## src/rtl/div_sequencer.sv

```systemverilog
// div_sequencer: control sequencer between an x86-style execution unit and an
// iterative divider. It accepts a DIV/IDIV/AAM request and formats the divider
// operands. It then launches the divider and waits for it, with a timeout. On
// success it formats the AX/DX writeback. On a divide error, a reserved op or
// a timeout it raises a divide-error fault instead.
//
// Ports:
//   clk, reset                 clock, asynchronous active-low reset
//   req_valid/req_ready        request handshake (ready only while idle)
//   req_op, req_is_8_bit       0=DIV 1=IDIV 2=AAM 3=reserved; byte form
//   req_ax, req_dx, req_src    AX, DX, divisor source (AAM immediate in [7:0])
//   div_start                  one-cycle launch pulse to the divider
//   div_is_8_bit/div_is_signed divider mode, registered
//   div_dividend, div_divisor  divider operands, registered
//   div_complete, div_error    divider done / divide overflow or zero divisor
//   div_quotient/remainder     divider results
//   wb_valid/wb_ready          writeback handshake (wb_ready also acks a fault)
//   wb_ax, wb_dx, wb_dx_en     writeback data and DX write enable
//   fault, fault_timeout       divide-error indication and timeout cause
module div_sequencer #(
  parameter int unsigned TIMEOUT_CYCLES = 40
) (
  input  logic        clk,
  input  logic        reset,
  input  logic        req_valid,
  output logic        req_ready,
  input  logic [1:0]  req_op,
  input  logic        req_is_8_bit,
  input  logic [15:0] req_ax,
  input  logic [15:0] req_dx,
  input  logic [15:0] req_src,
  output logic        div_start,
  output logic        div_is_8_bit,
  output logic        div_is_signed,
  output logic [31:0] div_dividend,
  output logic [15:0] div_divisor,
  input  logic        div_complete,
  input  logic        div_error,
  input  logic [15:0] div_quotient,
  input  logic [15:0] div_remainder,
  output logic        wb_valid,
  input  logic        wb_ready,
  output logic [15:0] wb_ax,
  output logic [15:0] wb_dx,
  output logic        wb_dx_en,
  output logic        fault,
  output logic        fault_timeout
);

  localparam int unsigned WORD_W = 16;
  localparam int unsigned DVD_W  = 32;
  localparam int unsigned CNT_W  = $clog2(TIMEOUT_CYCLES + 1);

  localparam logic [1:0] OP_IDIV = 2'd1;
  localparam logic [1:0] OP_AAM  = 2'd2;
  localparam logic [1:0] OP_RSVD = 2'd3;

  typedef enum logic [2:0] {
    ST_IDLE,
    ST_ISSUE,
    ST_WAIT,
    ST_RESULT,
    ST_FAULT
  } state_e;

  state_e              state_q, state_d;
  logic [CNT_W-1:0]    cnt_q, cnt_d;
  logic                req_ready_q, req_ready_d;
  logic                div_start_q, div_start_d;
  logic                div_is_8_bit_q, div_is_8_bit_d;
  logic                div_is_signed_q, div_is_signed_d;
  logic                is_aam_q, is_aam_d;
  logic [DVD_W-1:0]    div_dividend_q, div_dividend_d;
  logic [WORD_W-1:0]   div_divisor_q, div_divisor_d;
  logic                wb_valid_q, wb_valid_d;
  logic [WORD_W-1:0]   wb_ax_q, wb_ax_d;
  logic [WORD_W-1:0]   wb_dx_q, wb_dx_d;
  logic                wb_dx_en_q, wb_dx_en_d;
  logic                fault_q, fault_d;
  logic                fault_timeout_q, fault_timeout_d;

  logic [DVD_W-1:0]    fmt_dividend;
  logic [WORD_W-1:0]   fmt_divisor;
  logic                fmt_is_8_bit;
  logic                fmt_is_signed;
  logic                xfer;

  assign xfer = req_valid & req_ready_q;

  // Divider operand formatting from the raw request fields.
  always_comb begin
    fmt_dividend  = {req_dx, req_ax};
    fmt_divisor   = req_src;
    fmt_is_8_bit  = req_is_8_bit;
    fmt_is_signed = (req_op == OP_IDIV);
    if (req_op == OP_AAM) begin
      // AAM is always an unsigned byte divide of AL by the immediate.
      fmt_dividend  = {24'h0, req_ax[7:0]};
      fmt_divisor   = {8'h0, req_src[7:0]};
      fmt_is_8_bit  = 1'b1;
      fmt_is_signed = 1'b0;
    end else if (req_is_8_bit) begin
      fmt_dividend = {16'h0, req_ax};
      fmt_divisor  = {8'h0, req_src[7:0]};
    end
  end

  // Next-state, operand capture, timeout counter and writeback capture.
  always_comb begin
    state_d         = state_q;
    cnt_d           = cnt_q;
    div_is_8_bit_d  = div_is_8_bit_q;
    div_is_signed_d = div_is_signed_q;
    is_aam_d        = is_aam_q;
    div_dividend_d  = div_dividend_q;
    div_divisor_d   = div_divisor_q;
    wb_ax_d         = wb_ax_q;
    wb_dx_d         = wb_dx_q;
    wb_dx_en_d      = wb_dx_en_q;
    fault_timeout_d = fault_timeout_q;

    unique case (state_q)
      ST_IDLE: begin
        if (xfer) begin
          div_dividend_d  = fmt_dividend;
          div_divisor_d   = fmt_divisor;
          div_is_8_bit_d  = fmt_is_8_bit;
          div_is_signed_d = fmt_is_signed;
          is_aam_d        = (req_op == OP_AAM);
          if (req_op == OP_RSVD) begin
            state_d         = ST_FAULT;
            fault_timeout_d = 1'b0;
          end else begin
            state_d = ST_ISSUE;
          end
        end
      end
      ST_ISSUE: begin
        state_d = ST_WAIT;
        cnt_d   = CNT_W'(1);
      end
      ST_WAIT: begin
        // Completion is checked first so it beats a coincident timeout.
        if (div_complete) begin
          cnt_d = '0;
          if (div_error) begin
            state_d         = ST_FAULT;
            fault_timeout_d = 1'b0;
          end else begin
            state_d = ST_RESULT;
            if (is_aam_q) begin
              wb_ax_d    = {div_quotient[7:0], div_remainder[7:0]};
              wb_dx_d    = '0;
              wb_dx_en_d = 1'b0;
            end else if (div_is_8_bit_q) begin
              wb_ax_d    = {div_remainder[7:0], div_quotient[7:0]};
              wb_dx_d    = '0;
              wb_dx_en_d = 1'b0;
            end else begin
              wb_ax_d    = div_quotient;
              wb_dx_d    = div_remainder;
              wb_dx_en_d = 1'b1;
            end
          end
        end else if (cnt_q == CNT_W'(TIMEOUT_CYCLES)) begin
          cnt_d           = '0;
          state_d         = ST_FAULT;
          fault_timeout_d = 1'b1;
        end else begin
          cnt_d = cnt_q + CNT_W'(1);
        end
      end
      ST_RESULT: begin
        if (wb_ready) begin
          state_d = ST_IDLE;
        end
      end
      ST_FAULT: begin
        if (wb_ready) begin
          state_d         = ST_IDLE;
          fault_timeout_d = 1'b0;
        end
      end
      default: begin
        state_d = ST_IDLE;
      end
    endcase
  end

  // Moore outputs decoded from the next state so they register with it.
  always_comb begin
    req_ready_d = (state_d == ST_IDLE);
    div_start_d = (state_d == ST_ISSUE);
    wb_valid_d  = (state_d == ST_RESULT);
    fault_d     = (state_d == ST_FAULT);
  end

  // State and output registers.
  always_ff @(posedge clk or negedge reset) begin
    if (!reset) begin
      state_q         <= ST_IDLE;
      cnt_q           <= '0;
      req_ready_q     <= 1'b0;
      div_start_q     <= 1'b0;
      div_is_8_bit_q  <= 1'b0;
      div_is_signed_q <= 1'b0;
      is_aam_q        <= 1'b0;
      div_dividend_q  <= '0;
      div_divisor_q   <= '0;
      wb_valid_q      <= 1'b0;
      wb_ax_q         <= '0;
      wb_dx_q         <= '0;
      wb_dx_en_q      <= 1'b0;
      fault_q         <= 1'b0;
      fault_timeout_q <= 1'b0;
    end else begin
      state_q         <= state_d;
      cnt_q           <= cnt_d;
      req_ready_q     <= req_ready_d;
      div_start_q     <= div_start_d;
      div_is_8_bit_q  <= div_is_8_bit_d;
      div_is_signed_q <= div_is_signed_d;
      is_aam_q        <= is_aam_d;
      div_dividend_q  <= div_dividend_d;
      div_divisor_q   <= div_divisor_d;
      wb_valid_q      <= wb_valid_d;
      wb_ax_q         <= wb_ax_d;
      wb_dx_q         <= wb_dx_d;
      wb_dx_en_q      <= wb_dx_en_d;
      fault_q         <= fault_d;
      fault_timeout_q <= fault_timeout_d;
    end
  end

  assign req_ready     = req_ready_q;
  assign div_start     = div_start_q;
  assign div_is_8_bit  = div_is_8_bit_q;
  assign div_is_signed = div_is_signed_q;
  assign div_dividend  = div_dividend_q;
  assign div_divisor   = div_divisor_q;
  assign wb_valid      = wb_valid_q;
  assign wb_ax         = wb_ax_q;
  assign wb_dx         = wb_dx_q;
  assign wb_dx_en      = wb_dx_en_q;
  assign fault         = fault_q;
  assign fault_timeout = fault_timeout_q;

endmodule

```

## config.mk

```make
export PLATFORM = sky130hd
export DESIGN_NAME = div_sequencer
export DESIGN_NICKNAME = d
export VERILOG_FILES = /design/src/rtl/div_sequencer.sv
export SDC_FILE = /design/constraint.sdc
export NUM_CORES = 1
export LEC_CHECK = 0
export ABC_AREA = 1
export CORE_MARGIN = 3
export CORE_UTILIZATION = 46
export DETAILED_ROUTE_END_ITERATION = 7
export PLACE_DENSITY = 0.95
export SYNTH_ARGS = -nofsm -noshare
export SYNTH_HDL_FRONTEND = slang
export SYNTH_SLANG_ARGS = --single-unit
```

## constraint.sdc

```tcl
create_clock -name clk -period 3.61 [get_ports clk]
set_clock_uncertainty 0.1 [all_clocks]
set_input_delay 0.361 -clock clk [delete_from_list [all_inputs] [get_ports clk]]
set_output_delay 0.361 -clock clk [all_outputs]
set_load 0.03 [all_outputs]
```

==> flow_summary.json <==
{
  "ratio_of_final_minimum_period_to_clock_period_pct": 59.1,
  "report.power.total_uw": 5570,
  "die_height_um": 102,
  "crit_chain": "clkinv_1 -> nand3_4 -> o21ai_0",
  "timing.max_cap.violations": 0,
  "grt_overflow_total": 0,
  "worstPathRequired_ns": 3.73,
  "commonest_non_fill_non_tap_cell_in_the_layout": "sky130_fd_sc_hd__nand2_1",
  "starting_density_pct": 47.8,
  "timing.critical_path.slowest_cell_delay_ns": 0.68,
  "finalHoldWorstSlack_ns": 0.0775,
  "placement_rows": 34,
  "total_leakage_power_uw": 0.00303,
  "layout_common_cells": "sky130_fd_sc_hd__nand2_1 (206), sky130_fd_sc_hd__clkdlybuf4s50_1 (175), sky130_fd_sc_hd__dfrtp_1 (98)",
  "drt-initial-drc-count": 124,
  "cp-end-kind": "flop",
  "critPathMaxFanout": 18,
  "max-clock-path-buffers": 2,
  "drc": 0,
  "critical-path-top-delay-family": "flip-flops",
  "count_of_final_max_slew_check_failures": 0,
  "grt_max_degree": 85,
  "clock_tree_from_tritoncts": "built",
  "arrival_ns": 2.25,
  "grt_pass1_wl_um": 20000,
  "ioPinCount": 177,
  "cp_slowest_cell": "sky130_fd_sc_hd__dfrtp_1",
  "post-cts-setup-buffer-count": 0,
  "diodes": 0,
  "grt_util_all_layers_pct": 24.8,
  "detail-route-antenna-nets": 0,
  "number_of_cts_inserted_buffers": 9,
  "ff_latch_area_mm2": 0.00245,
  "buffer_ports.inserted": 176,
  "tns_ns": 0,
  "final_cell_area_mm2": 0.00624,
  "vias": 3951,
  "post_drt_via_cell_ratio": 5.12,
  "hpwl_um": 9170,
  "rsz0062_at_grt": "no",
  "core_mm2": 0.00881,
  "worst_pin_slew_ns": 1.05,
  "relSlewSlack_pct": 30.0,
  "power_density_mw_per_mm2": 893,
  "h_tree_level_count": 3,
  "timing.final.crit_period_ns": 2.13,
  "critPathBufInv": 1,
  "syn_avg_cell_area_um2": 8.64,
  "report.final.setup_viol": 0,
  "drt_pass1_iterations": 4,
  "cts_hold_buf": 0,
  "place.gp.congestion": 0.880,
  "synth.yosys.warnings": 0,
  "synth-seq-cells": 98,
  "antenna_found_initial": 0,
  "die_area_mm2": 0.0103,
  "share_of_the_core_filled_with_cells_in_the_final_layout_pct": 70.9,
  "worstHoldPathType": "in -> async",
  "finalHoldViolCount": 0,
  "post_dp_cell_area_mm2": 0.00600,
  "critPathKind": "reg -> reg",
  "drt-total-wl_um": 12400,
  "fmax_ghz": 0.468,
  "timing.reg2reg.worst_path_depth": 3,
  "synthCells": 487,
  "multi_input_logic_area_mm2": 0.00150,
  "final_nets": 750,
  "grt_pass1_vias": 4186,
  "drive_above_1_share_pct": 5.43,
  "critical_path.startpoint_type": "flop",
  "syn_nets": 578,
  "yosysSeqAreaShare_pct": 58.3,
  "netlist-cell-type-count": 28,
  "clkTransAtPathRegs_ns": 0.09,
  "filler_cell_count": 653,
  "clock_tree_root_driver_cell": "sky130_fd_sc_hd__clkbuf_8",
  "crit_cells": 3,
  "cts.repair.resized": 0,
  "die_x_um": 102,
  "detail_route.wl_per_cell_um": 16.1,
  "run_status": "finished clean",
  "areaGrowthSynthToFinish_pct": 48.5,
  "power.ir.vdd_worst_mv": 0.536,
  "worst_skew_pair.late_latency_ns": 0.36,
  "syn_area_mm2": 0.00421,
  "number_of_clock_sinks": 98
}
==> sequential cells by signal, indices dropped and copies added (netlist names) <==
signal         flops
cnt_q              6
div_start          1
div_dividend      32
fault_timeout      1
div_is_signed      1
wb_dx_en           1
fault              1
div_is_8_bit       1
wb_dx             16
div_divisor       16
wb_valid           1
wb_ax             16
is_aam_q           1
req_ready          1
state_q            3
==> metal layers <==
| metal | wire, um | up-vias | global-route usage, % |
|---|---|---|---|
| met5 | 0 | - | 0 |
| met4 | 221 | 0 | 8.69 |
| met3 | 1230 | 22 | 9.71 |
| met2 | 6240 | 191 | 42.1 |
| met1 | 4690 | 1887 | 28.7 |
| li1 | - | 1851 | - |
==> cell type report <==
type	count	area share [%]
inverter	39	2.34
clock inverter	5	1.64
sequential	98	39.3
tap	108	2.16
timing repair buffer	177	28.3
multi-input combinational	334	24.1
clock buffer	10	2.20
==> cells by family (layout without fill, tap and decap cells) <==
group                    Yosys count  in the layout  share of synthesized area (%)
AND/OR/NAND/NOR                  267            267                           26.7
flip-flops                        98             98                           58.3
AO/OA/AOI/OAI                     63             63                           8.06
buffers and inverters             55            231                           5.92
adder cells (fa/ha/maj)            2              2                          0.595
XOR/XNOR                           2              2                          0.417
==> worst reg2reg max path: cells and delay by family (launching register included) <==
family,cells,cell delay [ns]
flops,1,0.68
compound gates,1,0.16
simple gates,1,0.44
buf+inv,1,0.62
==> cell usage after synthesis <==
| cell type | instances | area (um^2) |
|---|---|---|
| sky130_fd_sc_hd__xor2_1 | 1 | 8.76 |
| sky130_fd_sc_hd__nand4_1 | 2 | 12.5 |
| sky130_fd_sc_hd__nor2_8 | 3 | 60.1 |
| sky130_fd_sc_hd__nor2_1 | 33 | 124 |
| sky130_fd_sc_hd__inv_1 | 34 | 128 |
| sky130_fd_sc_hd__o21ai_4 | 1 | 16.3 |
| sky130_fd_sc_hd__clkinv_1 | 3 | 11.3 |
| sky130_fd_sc_hd__a31oi_1 | 8 | 50.1 |
| sky130_fd_sc_hd__nand2_1 | 206 | 773 |
| sky130_fd_sc_hd__o21ai_1 | 16 | 80.1 |
| sky130_fd_sc_hd__nand3_1 | 9 | 45.0 |
| sky130_fd_sc_hd__o21ai_0 | 30 | 150 |
| sky130_fd_sc_hd__o22ai_1 | 2 | 12.5 |
| sky130_fd_sc_hd__ha_1 | 2 | 25.0 |
| sky130_fd_sc_hd__xnor2_1 | 1 | 8.76 |
| sky130_fd_sc_hd__inv_2 | 2 | 7.51 |
| sky130_fd_sc_hd__nor2_4 | 1 | 11.3 |
| sky130_fd_sc_hd__nand3_4 | 1 | 17.5 |
| sky130_fd_sc_hd__clkbuf_1 | 4 | 15.0 |
| sky130_fd_sc_hd__buf_4 | 2 | 15.0 |
| sky130_fd_sc_hd__nor3_1 | 1 | 5.00 |
| sky130_fd_sc_hd__nand2_4 | 1 | 11.3 |
| sky130_fd_sc_hd__a21oi_1 | 6 | 30.0 |
| sky130_fd_sc_hd__buf_8 | 1 | 15.0 |
| sky130_fd_sc_hd__nand2_2 | 10 | 62.6 |
| sky130_fd_sc_hd__dfrtp_1 | 98 | 2450 |
| sky130_fd_sc_hd__buf_2 | 7 | 35.0 |
| sky130_fd_sc_hd__buf_6 | 2 | 22.5 |
==> worst paths after layout <==
check | startpoint | end | slack (ns)
worst max-delay path | is_aam_q | wb_dx[9] | 1.48
worst min register to register | div_divisor[5] | div_divisor[5] | 0.38
min in group clk | div_divisor[5] | div_divisor[5] | 0.38
worst min-delay path | reset | div_dividend[29] | 0.08
max in group asynchronous | reset | wb_dx[9] | 2.53
worst max register to register | is_aam_q | wb_dx[9] | 1.48
==> metrics by stage <==
step,cells,worst slack [ns]
after floorplan,487,2.05
after global placement,756,1.49
after detailed placement,756,1.40
after CTS,771,1.51
after global routing,771,1.29
final,771,1.48
==> power breakdown <==
| group | switching, uW | internal, uW | total, uW |
|---|---|---|---|
| clock network | 372 | 474 | 847 |
| logic | 1740 | 1100 | 2840 |
| registers | 328 | 1560 | 1890 |
| total | 2440 | 3130 | 5570 |
No activity file was read; power rests on OpenSTA's default activity.
